==> src/rtl/bird_kinematics.sv <==
// rtl/bird_kinematics.sv - fixed-point vertical physics for the player bird
module bird_kinematics #(
  parameter int COORD_W      = 11,
  parameter int FRAC_W       = 4,
  parameter int VEL_W        = 8,
  parameter int GRAVITY      = 4,
  parameter int FLAP_VEL     = -48,
  parameter int MAX_FALL_VEL = 96,
  parameter int START_Y      = 200,
  parameter int BIRD_X       = 150,
  parameter int Y_MIN        = 0,
  parameter int Y_MAX        = 460
) (
  input  logic               clk,
  input  logic               reset,
  input  logic               game_reset,
  input  logic               enable,
  input  logic               tick,
  input  logic               flap,
  input  logic               collision,
  output logic [COORD_W-1:0] bird_x,
  output logic [COORD_W-1:0] bird_y,
  output logic [VEL_W-1:0]   velocity,
  output logic [1:0]         state,
  output logic               floor_hit,
  output logic               ceil_hit
);

  localparam int POS_W = COORD_W + FRAC_W;

  localparam logic [POS_W-1:0]        START_P = POS_W'(START_Y << FRAC_W);
  localparam logic signed [POS_W:0]   FLOOR_P = (POS_W+1)'(Y_MAX << FRAC_W);
  localparam logic signed [POS_W:0]   CEIL_P  = (POS_W+1)'(Y_MIN << FRAC_W);
  localparam logic signed [VEL_W-1:0] FLAP_V  = VEL_W'(FLAP_VEL);
  localparam logic signed [VEL_W:0]   GRAV_V  = (VEL_W+1)'(GRAVITY);
  localparam logic signed [VEL_W:0]   MAX_V   = (VEL_W+1)'(MAX_FALL_VEL);

  typedef enum logic [1:0] {
    IDLE = 2'b00,
    FLY  = 2'b01,
    DEAD = 2'b10
  } state_t;

  state_t                  st;
  logic [POS_W-1:0]        pos;
  logic signed [VEL_W-1:0] vel;
  logic                    flap_q;
  logic                    flap_pend;
  logic                    flap_edge;
  logic signed [VEL_W:0]   v_sum;
  logic signed [VEL_W-1:0] v_next;
  logic signed [POS_W:0]   p_next;

  assign flap_edge = flap & ~flap_q;
  assign bird_x    = COORD_W'(BIRD_X);
  assign bird_y    = pos[POS_W-1:FRAC_W];
  assign velocity  = vel;
  assign state     = st;

  // Candidate velocity and position for a physics step taken this cycle.
  always_comb begin
    v_sum  = {vel[VEL_W-1], vel} + GRAV_V;
    v_next = vel;
    if (flap_pend || flap_edge) begin
      v_next = FLAP_V;
    end else if (v_sum > MAX_V) begin
      v_next = MAX_V[VEL_W-1:0];
    end else begin
      v_next = v_sum[VEL_W-1:0];
    end
    p_next = $signed({1'b0, pos}) + $signed({{(POS_W+1-VEL_W){v_next[VEL_W-1]}}, v_next});
  end

  // Game state, integration, boundary clamping and hit pulses.
  always_ff @(posedge clk or posedge reset) begin
    if (reset) begin
      st        <= IDLE;
      pos       <= START_P;
      vel       <= '0;
      flap_q    <= 1'b0;
      flap_pend <= 1'b0;
      floor_hit <= 1'b0;
      ceil_hit  <= 1'b0;
    end else begin
      flap_q    <= flap;
      floor_hit <= 1'b0;
      ceil_hit  <= 1'b0;
      if (game_reset) begin
        st        <= IDLE;
        pos       <= START_P;
        vel       <= '0;
        flap_pend <= 1'b0;
      end else begin
        case (st)
          IDLE: begin
            pos       <= START_P;
            vel       <= '0;
            flap_pend <= 1'b0;
            if (enable) st <= FLY;
          end
          FLY: begin
            if (collision) begin
              st        <= DEAD;
              flap_pend <= 1'b0;
            end else if (tick) begin
              flap_pend <= 1'b0;
              if (p_next >= FLOOR_P) begin
                pos       <= FLOOR_P[POS_W-1:0];
                vel       <= '0;
                floor_hit <= 1'b1;
                st        <= DEAD;
              end else if (p_next <= CEIL_P) begin
                pos      <= CEIL_P[POS_W-1:0];
                vel      <= '0;
                ceil_hit <= 1'b1;
              end else begin
                pos <= p_next[POS_W-1:0];
                vel <= v_next;
              end
            end else if (flap_edge) begin
              flap_pend <= 1'b1;
            end
          end
          default: begin
            flap_pend <= 1'b0;
          end
        endcase
      end
    end
  end

endmodule

==> config.mk <==
export PLATFORM = sky130hd
export DESIGN_NAME = bird_kinematics
export DESIGN_NICKNAME = d
export VERILOG_FILES = /design/src/rtl/bird_kinematics.sv
export SDC_FILE = /design/constraint.sdc
export NUM_CORES = 1
export LEC_CHECK = 0
export ABC_AREA = 1
export CAP_MARGIN = 20
export CORE_UTILIZATION = 55
export CTS_CLUSTER_DIAMETER = 200
export DETAILED_ROUTE_END_ITERATION = 12
export PLACE_DENSITY = 0.81
export SKIP_CTS_REPAIR_TIMING = 1
export SYNTH_ARGS = -nofsm -noshare
export SYNTH_HDL_FRONTEND = slang
export SYNTH_SLANG_ARGS = --single-unit
==> constraint.sdc <==
create_clock -name clk -period 8.8 [get_ports clk]
set_clock_uncertainty 0.2 [all_clocks]
set_input_delay 1.76 -clock clk [delete_from_list [all_inputs] [get_ports clk]]
set_output_delay 1.76 -clock clk [all_outputs]
set_load 0.01 [all_outputs]
==> reports/metrics.sh <==
PLACE.PORT_BUFFERS=29
MAXCAPVIOLCOUNT=0
CTS-HTREE-LEVELS=2
REMAINING_NUMBER_OF_NETS_FLAGGED_BY_THE_ANTENNA_CHECK_AFTER_ROUTING=0
POWER_PER_CELL_AREA_nW_PER_UM2=143
NETLIST.TOP_CELL.BY_AREA='dfrtp_1'
CRITPATHARRIVALTIME_NS=5.12
GRT_START_MAX_NET_PINS=30
CLK_PATH_BUF_DEPTH=2
SYNTH_EDF_COUNT=0
SLEW-LIMIT-HEADROOM=0.557
PLACE_WS_NS=3.45
CRITPATHSLOWESTCELL='clkdlybuf4s50_1'
POST-ROUTE-WORST-SETUP-SLACK_NS=3.70
WORSTSKEWPAIRLATENCY_NS=0.29
GP_CONGESTION=0.935
VIA_PER_INSTANCE_RATIO=4.89
WORST_HOLD_PATH_TYPE='register to register'
GROUTE.USAGE.OVERALL=0.241
DETAILEDROUTE.FIRSTPASSITERATIONCOUNT=6
ASYNCSETRESETFLOPFRACSYNTH=1.00
CTS_NUM_SINKS=29
POST_SYNTH_NUM_CELL_TYPES=30
MOST_INSTANTIATED_CELLS_AFTER_SYNTHESIS='161 x nand2_1, 72 x inv_1, 31 x nor2_1'
FLOORPLAN.CORE_AREA_UM2=4750
GRT_SETUP_UNREPAIRED='no'
DETAILEDROUTE.FIRSTITERATIONVIOLATIONS=159
TOTALWIRELENGTH_UM=6020
DRC=0
POST_SYNTH_INSTANCE_AREA_UM2=2730
SYNTHESIS.AREA_PER_INSTANCE_UM2=6.37
CTS_TREE='built'
FINAL-SETUP-VIOL-COUNT=0
POSTSYNTHCELLCOUNT=429
POWER.STATIC_LEAKAGE_nW=1.81
CP.REQUIRED_NS=8.81
CRITPATHCAPTURETYPE='register'
CRITICAL_PATH.CELL_CHAIN='clkdlybuf4s50_1 > a21oi_1 > inv_1 > nor2_1 > inv_1 > nor2_1 > ha_1 > fa_1 > nand3_1 > nand3_1 > nand2_1 > nand2_1 > xor2_1 > nand3_1 > nand3_1 > nand3_2 > nor2_4 > nand2_1 > nand2_1'
PATH_CLK_SLEW_NS=0.06
CTS_ROOT_BUF='clkbuf_8'
CRIT_FANOUT=16
TOTALNEGATIVESETUPSLACK_NS=0
START_UTIL=0.574
MAX-VDD-IR-DROP_uV=71.4
YS_DOMINANT_REG_CELL='dfrtp_1'
ROUTE.VIAS.TOTAL=2536
WORST_SETUP_PATH_START_KIND='input pin'
ROUTED_WIRE_LENGTH_PER_INSTANCE_UM=11.6
WORST-SETUP-PATH-TYPE='input pin to register'
IO_PINS=41
SYNTH-SEQ-CELLS=29
FIN_WORST_HOLD_SLACK_NS=0.310
GRT_ANTENNA_BEFORE_REPAIR=0
SYNTHESIS.YOSYS.WARNINGS=0
TRANSITION_TIME_AT_THE_PIN_WITH_THE_LEAST_SLEW_MARGIN_NS=0.662
FINAL_PERIOD_MINUS_WORST_SETUP_SLACK_NS=5.10
DIE-HEIGHT_UM=72.5
PLACE_HPWL_UM=4710
DESIGN.DIE.AREA_UM2=5250
FINAL-HOLD-VIOLATION-COUNT=0
CORE.ROWCOUNT=25
YOSYSMOSTFREQUENTCELL='nand2_1'
FINAL_MIN_PERIOD_OVER_CLOCK_PERIOD=0.580
CTS_MADE_BUFFERS=5
TIMING.CRITICAL_PATH.SLOWEST_CELL_DELAY_NS=0.42
SHARE_OF_SYNTHESIZED_AREA_OCCUPIED_BY_FLIP_FLOPS_AND_LATCHES=0.267
REPORT.FINAL.SLEW_VIOL_COUNT=0
TIMING.FMAX_GHz=0.196
FINISH.NET_COUNT=477
AREA.GROWTH.SYNTH_TO_FINAL_PCT=14.2
GR-TOTAL-OVERFLOW=0
SYNTH.TOP_CELLS.BY_AREA='dfrtp_1 24%, nand2_1 22%, inv_1 9.9%'
SHARE_OF_LAYOUT_CELLS_ABOVE_DRIVE_STRENGTH_1=0.0863
GRT_PASS1_VIAS=2252
OUTCOME='completed'
OVERALL_POWER_uW=446
FLOORPLAN.DIE.WIDTH_UM=72.5
SYNTH_TOP_CELL_AREA_SHARE=0.238
FIRST_PASS_GRT_WIRE_LENGTH_UM=9860
INSERTEDDIODECOUNT=0
-- power breakdown --
group          internal (mW)  total [mW]  switching, mW
sequential             0.141       0.148        0.00741
combinational         0.0471       0.131         0.0843
clock                  0.112       0.166         0.0538
-- stage by stage --
step	instances	utilization	cell area [um^2]
5_1_grt	519	0.656	3120
6_report	519	0.656	3120
4_1_cts	518	0.651	3090
3_5_place_dp	510	0.622	2960
2_1_floorplan	438	-	2770
3_3_place_gp	510	0.622	2960
-- worst max-delay path, delay by kind of cell --
kind	cells	cell delay [ns]
AOI/OAI and AO/OA	1	0.37
xor gates and xnor gates	1	0.23
adders and majority gates	2	0.55
buffers and inverters	3	0.66
and+or+nand+nor	12	1.53
-- area by class of cell --
cell class	instances	area, um^2
Clock inverter	3	65.1
Fill cell	432	1630
Multi-Input combinational cell	313	1590
Timing Repair Buffer	30	318
Inverter	72	270
Sequential cell	29	729
Tap cell	67	83.8
Clock buffer	5	68.8
-- cell families after synthesis --
family / share of synthesized area
buffers and inverters: 0.165
other: 0.00275
AND/OR/NAND/NOR: 0.415
AO/OA/AOI/OAI: 0.0376
adder cells (fa/ha/maj): 0.0898
XOR/XNOR: 0.0224
flip-flops: 0.267
-- final timing paths --
| path | start | to | slack, ns | depth (start not counted) |
|---|---|---|---|---|
| min | velocity[0] | velocity[0] | 0.31 | 2 |
| min reg2reg | velocity[0] | velocity[0] | 0.31 | 2 |
| max reg2reg | velocity[2] | pos[2] | 4.75 | 22 |
| min in group asynchronous | reset | pos[6] | 1.62 | 2 |
| max | flap | pos[2] | 3.70 | 19 |
| max in group asynchronous | reset | pos[4] | 6.30 | 3 |
-- metal layers --
metal / share of wire / track usage / vias to the layer above
li1: - / - / 1323
met5: 0 / 0 / -
met4: 0.013 / 0.0675 / 0
met3: 0.047 / 0.0347 / 10
met1: 0.46 / 0.326 / 1137
met2: 0.48 / 0.400 / 66
-- registers in the layout, indices dropped and copies added (netlist names) --
signal     count
velocity       8
pos           15
flap_pend      1
state          2
floor_hit      1
flap_q         1
ceil_hit       1
-- cell usage in the layout, fill, tap and decap left out --
| cell | synthesis | routed |
|---|---|---|
| nand3_2 | 6 | 6 |
| nand2_1 | 161 | 161 |
| nand2_2 | 11 | 11 |
| nor2_2 | 3 | 3 |
| nand3_1 | 28 | 28 |
| inv_1 | 72 | 72 |
| nand2_4 | 1 | 1 |
| nor2_4 | 1 | 1 |
| nand4_2 | 1 | 1 |
| and2_1 | 2 | 2 |
| nand3b_1 | 1 | 1 |
| clkinv_2 | 0 | 1 |
| clkdlybuf4s50_1 | 0 | 29 |
| conb_1 | 2 | 11 |
| dfrtp_1 | 26 | 26 |
| nand4_1 | 7 | 7 |
| fa_1 | 1 | 1 |
| dfstp_2 | 3 | 3 |
| ha_1 | 18 | 18 |
| and2_2 | 1 | 1 |
| nor3_2 | 1 | 1 |
| a21oi_1 | 12 | 12 |
| a31o_2 | 1 | 1 |
| bufinv_16 | 0 | 2 |
| nor3_1 | 2 | 2 |
| xor2_1 | 5 | 5 |
| buf_16 | 0 | 1 |
| xnor2_1 | 2 | 2 |
| a21oi_2 | 1 | 1 |
| o21ai_0 | 5 | 5 |
| nor2_1 | 31 | 31 |
| clkbuf_8 | 0 | 5 |
No activity file was read; power rests on OpenSTA's default activity.
